[src/rtl/openram_gpio_packet_shifter.sv]
// Serial GPIO front end for the OpenRAM test chip. Deserialises a command packet
// MSB first, strobes it out in parallel, then captures and serialises the result word.
module openram_gpio_packet_shifter #(
  parameter int PACKET_WIDTH = 86,
  parameter int RESULT_WIDTH = 64,
  parameter int READ_LATENCY = 3
) (
  input  logic                    gpio_clock,
  input  logic                    reset,
  input  logic                    gpio_start,
  input  logic                    gpio_in,
  output logic [PACKET_WIDTH-1:0] packet_out,
  output logic                    packet_valid,
  input  logic [RESULT_WIDTH-1:0] result_in,
  output logic                    gpio_out,
  output logic                    gpio_out_valid,
  output logic                    busy
);

  localparam int MAXW = (PACKET_WIDTH > RESULT_WIDTH) ? PACKET_WIDTH : RESULT_WIDTH;
  localparam int CW   = $clog2(MAXW + 1);

  typedef enum logic [2:0] {IDLE, SHIFT_IN, ISSUE, WAIT, SHIFT_OUT} state_e;

  state_e                  state_q, state_d;
  logic [CW-1:0]           cnt_q, cnt_d;
  logic [PACKET_WIDTH-1:0] sh_q, sh_d;
  logic [PACKET_WIDTH-1:0] pkt_q, pkt_d;
  logic [RESULT_WIDTH-1:0] res_q, res_d;
  logic [PACKET_WIDTH-1:0] sh_next;

  assign sh_next = {sh_q[PACKET_WIDTH-2:0], gpio_in};

  always_ff @(posedge gpio_clock) begin
    if (!reset) state_q <= IDLE;
    else        state_q <= state_d;
  end

  // Down-counter hits zero on the last cycle of each phase.
  always_comb begin
    state_d = state_q;
    case (state_q)
      IDLE:      if (gpio_start)     state_d = SHIFT_IN;
      SHIFT_IN:  if (cnt_q == '0)    state_d = ISSUE;
      ISSUE:                         state_d = WAIT;
      WAIT:      if (cnt_q == '0)    state_d = SHIFT_OUT;
      SHIFT_OUT: if (cnt_q == '0)    state_d = IDLE;
      default:                       state_d = IDLE;
    endcase
  end

  always_comb begin
    packet_valid   = (state_q == ISSUE);
    gpio_out_valid = (state_q == SHIFT_OUT);
    gpio_out       = (state_q == SHIFT_OUT) & res_q[RESULT_WIDTH-1];
    busy           = (state_q != IDLE);
  end

  always_comb begin
    cnt_d = (cnt_q != '0) ? cnt_q - CW'(1) : cnt_q;
    if (state_d != state_q) begin
      case (state_d)
        SHIFT_IN:  cnt_d = CW'(PACKET_WIDTH - 1);
        WAIT:      cnt_d = CW'(READ_LATENCY - 1);
        SHIFT_OUT: cnt_d = CW'(RESULT_WIDTH - 1);
        default:   cnt_d = '0;
      endcase
    end
  end

  // The final bit is folded in on the edge into ISSUE so packet_out is
  // already new during the packet_valid cycle.
  always_comb begin
    sh_d  = sh_q;
    pkt_d = pkt_q;
    res_d = res_q;
    if (state_q == SHIFT_IN) begin
      sh_d = sh_next;
      if (cnt_q == '0) pkt_d = sh_next;
    end
    if (state_q == WAIT && cnt_q == '0) res_d = result_in;
    if (state_q == SHIFT_OUT)           res_d = {res_q[RESULT_WIDTH-2:0], 1'b0};
  end

  always_ff @(posedge gpio_clock) begin
    if (!reset) begin
      cnt_q <= '0;
      sh_q  <= '0;
      pkt_q <= '0;
      res_q <= '0;
    end else begin
      cnt_q <= cnt_d;
      sh_q  <= sh_d;
      pkt_q <= pkt_d;
      res_q <= res_d;
    end
  end

  assign packet_out = pkt_q;

endmodule

[config.mk]
export PLATFORM = sky130hd
export DESIGN_NAME = openram_gpio_packet_shifter
export DESIGN_NICKNAME = d
export VERILOG_FILES = /design/src/rtl/openram_gpio_packet_shifter.sv
export SDC_FILE = /design/constraint.sdc
export NUM_CORES = 1
export LEC_CHECK = 0
export BUFFER_PORTS_ARGS = -buffer_cell sky130_fd_sc_hd__buf_4
export CORE_UTILIZATION = 45
export DETAILED_ROUTE_END_ITERATION = 12
export GPL_TIMING_DRIVEN = 0
export PLACE_DENSITY_LB_ADDON = 0.1
export SYNTH_ARGS = -nofsm -noshare
export SYNTH_HDL_FRONTEND = slang
export SYNTH_SLANG_ARGS = --single-unit
[constraint.sdc]
create_clock -name gpio_clock -period 2.25 [get_ports gpio_clock]
set_clock_uncertainty 0.15 [all_clocks]
set_input_delay 0.5625 -clock gpio_clock [delete_from_list [all_inputs] [get_ports gpio_clock]]
set_output_delay 0.5625 -clock gpio_clock [all_outputs]
set_load 0.005 [all_outputs]
# Word level (Yosys, flattened, before mapping)
# Index checks and enable logic that the tools add are counted.
# op_classes
n_addsub	1
eq_ne	8
muxes	10
n_bitwise	2
n_reduce_logical	9
# op_table
cell	count
$mux W64	2
$pmux W7 S3	1
$pmux W3 S5	1
$mux W7	2
$mux W3	4
$eq A3 B2 Y1 const B	3
$logic_not A7 Y1	1
$reduce_bool A7 Y1	1
$sub A7 B1 Y7 const B	1
$eq A3 B1 Y1 const B	2
$eq A3 B3 Y1 const B	2
$reduce_bool A2 Y1	2
$logic_not A3 Y1	1
$ne A3 B3 Y1	1
$reduce_bool A3 Y1	1
$reduce_and A2 Y1	1
$reduce_or A2 Y1	1
$and A1 B1 Y1	1
$logic_and A1 B1 Y1	1
$not A1 Y1	1
# word_totals
reg_bits	245
out_inout_bits	90
wordCells	36

# Depth between registers and ports, before layout
# Gate-level depths: netlist of run 1.
# logic_depth
ltp_word	6
mapped_depth	9
mapped_depth_nobuf	7

# Worst setup path after synthesis of run 1
# Ideal clock, no wire load.
# synth_path
path_kind	register to register
startpoint	register cnt_q[0]
endpoint	register res_q[57]
setup_time_ns	0.136
arrival_ns	1.910
t_required_ns	1.964
setup_slack_ns	0.054
path_stages_with_launch	10
path_buffers	2
synth_period_minus_slack_ns	2.196
cell_sequence	dfxtp_1 -> inv_1 -> ha_1 -> or4b_4 -> nor3_4 -> nand3_1 -> buf_2 -> buf_2 -> nand2_1 -> a31oi_1
# synth_via
elab_chain_len	3
# synth_rtl
item	line	source
start, declared	26	logic [CW-1:0] cnt_q, cnt_d;
start signal, assigned	92	cnt_q <= cnt_d;
$logic_not A7 Y1	81	if (state_q == WAIT && cnt_q == '0) res_d = result_in;
$logic_and A1 B1 Y1	81	
$reduce_bool A2 Y1 (no line)	--	
end signal, assigned	95	res_q <= res_d;
end, declared	29	logic [RESULT_WIDTH-1:0] res_q, res_d;
# Every way passes these cells.
# A chain may end at the register's enable or synchronous reset.

# Worst setup path in the final report of run 1
# layout_path
startpoint	register cnt_q[1]
endpoint	register res_q[47]
# The elaborated chain is that of the path after synthesis.

==> flow_summary.json, run 1 <==
{
  "status": "finished, violations left",
  "violations": "setup timing",
  "async_flop_share": 0,
  "die_h_um": 148,
  "synth_compound_area_frac": 0.227,
  "synth-simple-area-share": 0.207,
  "remaining_drc_errors": 0,
  "start_util": 0.465,
  "ys_seq_area_frac": 0.514,
  "yosys.area_share.xor_xnor": 0.00275,
  "yosysWarnings": 0,
  "cts_made_buffers": 26,
  "syn_inst": 1178,
  "place_inst": 1604,
  "clk_latency_ns": 0.51,
  "crit_path_end_kind": "flip-flop",
  "synth_mux_area_frac": 0,
  "slew_viol_final": 0,
  "layout_commonest_cell": "nand2_1",
  "cp_data_arrival_time_ns": 2.64,
  "area_growth_pct": 31.9,
  "clockBufferDepth": 3,
  "avgSynthCellArea_um2": 8.10,
  "core_area_mm2": 0.0205,
  "num_vias": 8218,
  "grt_pass1_vias": 7724,
  "nets": 1451,
  "setup_ws_ns": -0.109,
  "cts_hold_buffers": 0,
  "ant_nets": 0,
  "synth.net_count": 1247,
  "diodes": 0,
  "synth_seq_cells": 245,
  "clockRootBuffer": "clkbuf_16",
  "rows": 52,
  "reg2reg_depth": 10,
  "tightest_slew_ns": 0.803,
  "worst-setup-path-type": "flip-flop to flip-flop",
  "grt_max_degree": 14,
  "min_period_over_period": 1.05,
  "clkTransAtPathRegs_ns": 0.06,
  "totalWireLength_um": 22500,
  "reg2reg_setup_slack_ns": -0.11,
  "synth_top_family_by_area": "compound AO/OA/AOI/OAI gates",
  "dpl.hpwl_um": 15300,
  "setup_tns_ns": -2.89,
  "grt_usage": 0.204,
  "hold_violations": 0,
  "synthAdderAreaFrac": 0.00131,
  "syn_area_mm2": 0.00954,
  "drt_iter0_drc": 295,
  "required_ns": 2.53,
  "grt_pass1_wl_um": 36900,
  "timing.fmax_ghz": 0.424,
  "firstDrtPassIters": 5,
  "cts_tree": "done",
  "die_w_um": 148,
  "routed_via_density": 4.92,
  "holdPathStages": 3,
  "synth_ff_type": "dfxtp_1",
  "slew_headroom": 0.465,
  "finish.utilization": 0.614,
  "setup_viol": 70,
  "p_leak_uw": 0.00463,
  "drive_above_1_share": 0.233,
  "htreeDepth": 1,
  "ios": 158,
  "io_buffers": 156,
  "min_path_type": "input port to flip-flop",
  "design.die.area_mm2": 0.0218,
  "cp-start-kind": "flip-flop",
  "clock_sinks": 245,
  "fillers": 1901,
  "synth_edf_count": 0,
  "place_congestion": 0.797,
  "fin_crit_ns": 2.36,
  "antenna_found_initial": 0,
  "path_max_fanout": 8,
  "overflow": 0,
  "synth.distinct_cells": 38,
  "fin_cells": 1670,
  "p_per_area_mw_per_mm2": 872,
  "peakVddDrop_mv": 0.498,
  "drv_cap": 0,
  "layout_common_cells": "nand2_1 (431), dfxtp_1 (241), buf_4 (174)",
  "rsz0062_at_grt": "true",
  "post_drt_wl_per_cell_um": 13.5
}
-- path summary, 6_finish.rpt --
kind | startpoint | to
min reg2reg | packet_out[45] | packet_out[45]
min | result_in[0] | res_q[0]
max | cnt_q[1] | res_q[47]
max reg2reg | cnt_q[1] | res_q[47]
-- final cells by class --
class                           instances  area (um^2)  share of cell area
Buffer                                 94          538              0.0428
Clock buffer                           41          828              0.0658
Clock inverter                          5         52.6             0.00418
Inverter                                5         18.8             0.00149
Multi-Input combinational cell        833         4460               0.355
Sequential cell                       245         4910               0.390
Tap cell                              270          338              0.0269
Timing Repair Buffer                  177         1430               0.114
-- synthesized netlist by cell type (2+ instances only) --
cell type / count / area [um^2]
buf_1: 8 / 30.0
nor2_1: 7 / 26.3
buf_2: 15 / 75.1
and3_1: 2 / 12.5
nor3_1: 2 / 10.0
a21boi_0: 161 / 1210
a21o_1: 3 / 22.5
dfxtp_1: 245 / 4900
nand2_1: 478 / 1790
a21boi_1: 12 / 90.1
buf_8: 6 / 90.1
xnor2_1: 3 / 26.3
a31oi_1: 63 / 394
clkbuf_1: 66 / 248
nand3_1: 4 / 20.0
nand2b_1: 5 / 31.3
a21oi_1: 6 / 30.0
o21ai_0: 67 / 335
inv_1: 5 / 18.8
a211oi_1: 2 / 15.0
-- sequential cells by signal, indices dropped and copies added, names as in the netlist --
| signal | flops |
|---|---|
| res_q | 64 |
| sh_q | 85 |
| state_q | 3 |
| packet_out | 86 |
| cnt_q | 7 |
-- logic make-up after synthesis --
group	after synthesis
buffers and inverters	100
adder cells (fa/ha/maj)	1
AND/OR/NAND/NOR	507
XOR/XNOR	3
flip-flops	245
AO/OA/AOI/OAI	322
-- critical path: stages, from the launching register on --
cell and delay, ns:
dfxtp_2 0.33, inv_2 0.08, ha_4 0.13, or4b_4 0.48, nor3_4 0.20, buf_4 0.15
and3_4 0.21, buf_12 0.16, buf_16 0.14, nand2_2 0.06, a31oi_2 0.17
-- routing by layer --
layer	up-vias	track usage	wire, um
li1	4308	-	-
met1	3708	0.271	10500
met2	178	0.336	10300
met3	24	0.0478	1420
met4	0	0.0428	320
met5	-	0	0
-- metrics by stage --
| step | power, uW | hold WS (ns) | setup WS (ns) | area [um^2] |
|---|---|---|---|---|
| after floorplan | 5770 | 0.279 | 0.0536 | 9540 |
| after global placement | 6310 | 0.290 | -0.614 | 11000 |
| after detailed placement | 6310 | 0.296 | -0.592 | 11000 |
| after CTS | 11000 | 0.131 | -0.101 | 12300 |
| after global routing | 11500 | 0.149 | -0.190 | 12600 |
| final | 11000 | 0.147 | -0.109 | 12600 |
-- where the power goes --
group | total, uW | switching (uW) | internal, uW | leakage, uW
sequential | 4570 | 110 | 4460 | 0.00198
clock | 4300 | 1670 | 2620 | 0.000435
combinational | 2110 | 1270 | 836 | 0.00222
total | 11000 | 3060 | 7920 | 0.00463
-- timing repair --
item	in CTS	in global routing
setup endpoints to repair	207	210
endpoints found under the hold margin	0	0
gates resized for setup	66	72
buffers inserted	14	2
pin swaps	25	73
cloned	2	3
No activity file was read; power rests on OpenSTA's default activity.
==> inputs of run 2 (changes only) <==
- CTS_BUF_LIST: not set -> sky130_fd_sc_hd__clkbuf_2
==> flow_summary.json, run 2 (synthesized netlist as in run 1, its figures left out) <==
{
  "core_area_mm2": 0.0205,
  "remaining_drc_errors": 0,
  "required_ns": 2.74,
  "die_w_um": 148,
  "layout_commonest_cell": "nand2_1",
  "setup_ws_ns": -0.199,
  "clock_sinks": 245,
  "p_sw_frac": 0.328,
  "finish.utilization": 0.638,
  "rsz0062_at_grt": "true",
  "ios": 158,
  "place_congestion": 0.797,
  "dpl_cell_area_mm2": 0.0110,
  "timing.fmax_ghz": 0.408,
  "grt_usage": 0.220,
  "switchingPower_uw": 3170,
  "drive_above_1_share": 0.255,
  "cts_tree": "done",
  "fin_crit_ns": 2.45,
  "antenna_found_initial": 1,
  "setup_viol": 62,
  "overflow": 0,
  "layout_common_cells": "nand2_1 (428), dfxtp_1 (241), buf_4 (169)",
  "crit_path_end_kind": "flip-flop",
  "area_growth_pct": 37.1,
  "routed_via_density": 4.97,
  "hold_violations": 0,
  "seqPwrFrac": 0.474,
  "clockRootBuffer": "clkbuf_2",
  "dpl.hpwl_um": 15300,
  "rows": 52,
  "power_frac_comb": 0.237,
  "totalWireLength_um": 24900,
  "design.die.area_mm2": 0.0218,
  "clk_latency_ns": 0.78,
  "slew_viol_final": 0,
  "grt_pass1_wl_um": 39300,
  "num_vias": 8936,
  "p_leak_uw": 0.00498,
  "drv_cap": 0,
  "htreeDepth": 3,
  "slew_headroom": 0.429,
  "ant_nets": 0,
  "fin_area_mm2": 0.0131,
  "fillers": 1862,
  "post_drt_wl_per_cell_um": 13.9,
  "clkTransAtPathRegs_ns": 0.10,
  "firstDrtPassIters": 5,
  "largest_reg_flops": 86,
  "power.internal_uw": 6490,
  "io_buffers": 156,
  "cp_data_arrival_time_ns": 2.94,
  "cp-start-kind": "flip-flop",
  "min_period_over_period": 1.09,
  "grt_max_degree": 11,
  "worst-setup-path-type": "flip-flop to flip-flop",
  "path_max_fanout": 5,
  "tightest_slew_ns": 0.857,
  "cts_made_buffers": 66,
  "clockBufferDepth": 3,
  "drt_iter0_drc": 310,
  "grt_pass1_vias": 8481,
  "violations": "setup timing",
  "min_path_type": "flip-flop to flip-flop",
  "clock_power_share": 0.289,
  "status": "finished, violations left",
  "peakVddDrop_mv": 0.359,
  "nets": 1562,
  "start_util": 0.465,
  "p_per_area_mw_per_mm2": 739,
  "die_h_um": 148
}
-- run 2: changes by cell type in the layout (fill, tap and decap cells not counted), moves of 4 or more --
cell,previous run,this run
clkbuf_2,9,105
clkinv_1,0,8
dlygate4sd3_1,0,66
clkbuf_16,31,7
buf_4,174,169
clkbuf_8,11,1
clkbuf_1,55,50
nand2_2,30,26
buf_6,4,15
clkbuf_4,0,4
nand2_4,17,23
buf_2,14,4
-- run 2: cell type report --
cell class	count	area (um^2)	area share
sequential	245	4910	0.376
buffer	92	558	0.0427
antenna	1	2.50	0.000191
clock inverter	10	38.8	0.00297
tap	270	338	0.0258
multi-input combinational	833	4540	0.348
clock buffer	92	460	0.0352
timing repair buffer	250	2200	0.168
inverter	5	21.3	0.00163
-- run 2: worst paths after layout --
kind	slack [ns]	start	to	cells after the start
hold reg to reg	0.30	sh_q[64]	packet_out[65]	2
hold / removal	0.30	sh_q[64]	packet_out[65]	2
setup reg to reg	-0.20	cnt_q[1]	res_q[23]	10
setup / recovery	-0.20	cnt_q[1]	res_q[23]	10
-- run 2: per-stage QoR --
| stage | worst slack (ns) | setup TNS (ns) | instances | power, uW | hold WS, ns |
|---|---|---|---|---|---|
| floorplan | 0.0536 | 0 | 1178 | 5770 | 0.279 |
| global placement | -0.614 | -72.89 | 1604 | 6310 | 0.290 |
| detailed placement | -0.592 | -71.43 | 1604 | 6310 | 0.296 |
| CTS | -0.221 | -9.63 | 1785 | 9550 | 0.279 |
| global route | -0.266 | -13.79 | 1798 | 10300 | 0.330 |
| finish | -0.199 | -6.46 | 1798 | 9670 | 0.298 |
-- run 2: per-layer routing --
| metal | track usage | vias to the layer above | wire length, um |
|---|---|---|---|
| met5 | 0 | - | 0 |
| li1 | - | 4562 | - |
| met3 | 0.0568 | 40 | 1520 |
| met2 | 0.362 | 255 | 11800 |
| met1 | 0.274 | 4079 | 11100 |
| met4 | 0.0861 | 0 | 510 |
-- run 2: power groups by stage --
| stage | Combinational [uW] | Sequential, uW | Clock, uW |
|---|---|---|---|
| after floorplan | 1150 | 4610 | 0 |
| after global placement | 1680 | 4630 | 0 |
| after detailed placement | 1680 | 4630 | 0 |
| after CTS | 2070 | 4560 | 2920 |
| after global routing | 2500 | 4600 | 3160 |
| final | 2290 | 4590 | 2790 |
-- run 2: critical path, stage by stage (launching register included) --
cell and delay, ns:
dfxtp_2 0.35, inv_2 0.07, ha_4 0.13, or4b_4 0.49, nor3_4 0.16, buf_6 0.13, and3_4 0.27, buf_12 0.16
buf_8 0.14, nand2_2 0.05, a31oi_1 0.20
-- run 2: timing repair --
item,in CTS,in global routing
resized for setup,54,126
hold endpoints to repair,67,0
buffers inserted,14,10
gates cloned,0,6
hold buffers,66,0
endpoints found under the setup margin,208,211
pin swaps,5,92
==> inputs of run 3 (changes only) <==
- CTS_CLUSTER_DIAMETER: not set -> 30
- GPL_TIMING_DRIVEN: 0 -> not set
==> flow_summary.json, run 3 (synthesized netlist as in run 1, its figures left out) <==
{
  "cp-start-kind": "flip-flop",
  "routed_via_density": 5.15,
  "p_per_area_mw_per_mm2": 752,
  "timing.fmax_ghz": 0.418,
  "layout_commonest_cell": "nand2_1",
  "slew_viol_final": 0,
  "grtUsageMet1": 0.265,
  "fin_cells": 1767,
  "drt_iter0_drc": 509,
  "drv_cap": 0,
  "place_congestion": 0.791,
  "area_growth_pct": 45.0,
  "min_period_over_period": 1.06,
  "clockRootBuffer": "clkbuf_2",
  "grt_pass1_wl_um": 36600,
  "met2_usage": 0.317,
  "firstDrtPassIters": 5,
  "hold_slack_ns": 0.292,
  "clock_sinks": 245,
  "rows": 52,
  "p_leak_uw": 0.00532,
  "design.die.area_mm2": 0.0218,
  "cts_made_buffers": 66,
  "totalWireLength_um": 26800,
  "nets": 1524,
  "rsz0062_at_grt": "true",
  "crit_path_end_kind": "flip-flop",
  "seqPwrFrac": 0.438,
  "clk_latency_ns": 0.77,
  "dpl.hpwl_um": 12600,
  "seqCellArea_mm2": 0.00491,
  "post_drt_wl_per_cell_um": 15.2,
  "start_util": 0.465,
  "num_vias": 9106,
  "tightest_slew_ns": 0.496,
  "core_area_mm2": 0.0205,
  "clockBufferDepth": 3,
  "peakVddDrop_mv": 0.468,
  "ios": 158,
  "cp_data_arrival_time_ns": 2.93,
  "fillers": 1672,
  "antenna_found_initial": 1,
  "die_h_um": 148,
  "use_met3": 0.0481,
  "multi_input_area_mm2": 0.00497,
  "layout_common_cells": "nand2_1 (336), dfxtp_1 (240), buf_4 (178)",
  "hold_violations": 0,
  "grt.busiest_layer": "met2",
  "status": "finished, violations left",
  "violations": "setup timing",
  "required_ns": 2.79,
  "setup_ws_ns": -0.145,
  "clock_power_share": 0.289,
  "setup_viol": 86,
  "p_sw_frac": 0.333,
  "setup_tns_ns": -3.13,
  "fin_crit_ns": 2.39,
  "io_buffers": 157,
  "die_w_um": 148,
  "clkTransAtPathRegs_ns": 0.10,
  "switchingPower_uw": 3470,
  "drive_above_1_share": 0.356,
  "path_max_fanout": 8,
  "power.internal_uw": 6940,
  "min_path_type": "flip-flop to flip-flop",
  "pre_cts_ws_ns": 0.00920,
  "remaining_drc_errors": 0,
  "worst-setup-path-type": "flip-flop to flip-flop",
  "largest_reg_flops": 86,
  "grt_usage": 0.201,
  "overflow": 0,
  "grt_max_degree": 128,
  "ant_nets": 0,
  "slew_headroom": 0.668,
  "grt_pass1_vias": 7930,
  "power_frac_comb": 0.272,
  "htreeDepth": 3,
  "cts_tree": "done",
  "place_inst": 1541
}
==> run 3: cell type report <==
type | instances | share of cell area
multi-input combinational | 835 | 0.360
sequential | 245 | 0.355
timing repair buffer | 302 | 0.218
clock buffer | 97 | 0.0351
tap | 270 | 0.0244
clock inverter | 12 | 0.00561
inverter | 5 | 0.00154
antenna | 1 | 0.000181
==> run 3: repair_timing <==
| action | in CTS | in global routing |
|---|---|---|
| pin swaps | 5 | 197 |
| gates cloned | 0 | 26 |
| resized for setup | 18 | 310 |
| setup endpoints to repair | 5 | 157 |
| endpoints found under the hold margin | 70 | 0 |
| buffers inserted | 8 | 15 |
| hold buffers | 67 | 0 |
==> run 3: worst max-delay path: stages, from the launching register on <==
cell,delay [ns]
dfxtp_2,0.33
inv_2,0.07
ha_4,0.12
or4b_4,0.48
nor3_4,0.16
buf_4,0.14
and3_4,0.29
buf_6,0.15
clkbuf_16,0.17
nand2_2,0.06
a31oi_1,0.20
==> run 3: per-stage QoR <==
stage,power (uW),util,area [um^2]
after global routing,11000,0.675,13800
after detailed placement,6500,0.539,11000
after floorplan,5770,-,9540
after CTS,9690,0.604,12400
after global placement,6490,0.539,11000
final,10400,0.675,13800
==> run 3: routing by layer <==
metal	wire length [um]	part of all wire	up-vias
met5	0	0	-
met4	754	0.028	0
met3	1600	0.060	58
met2	13000	0.49	298
met1	11400	0.43	4256
li1	-	-	4494
==> run 3: worst paths after layout <==
path | from | to | slack (ns) | cells past startpoint
setup / recovery | cnt_q[1] | res_q[26] | -0.14 | 10
hold / removal | sh_q[80] | packet_out[81] | 0.29 | 2
setup reg to reg | cnt_q[1] | res_q[26] | -0.14 | 10
hold reg to reg | sh_q[80] | packet_out[81] | 0.29 | 2
==> run 3: power groups by stage <==
stage | Clock [uW] | Combinational, uW | Sequential [uW]
CTS | 3110 | 2040 | 4540
global placement | 0 | 1860 | 4630
detailed placement | 0 | 1860 | 4630
floorplan | 0 | 1150 | 4610
finish | 3010 | 2840 | 4560
global route | 3350 | 3020 | 4580
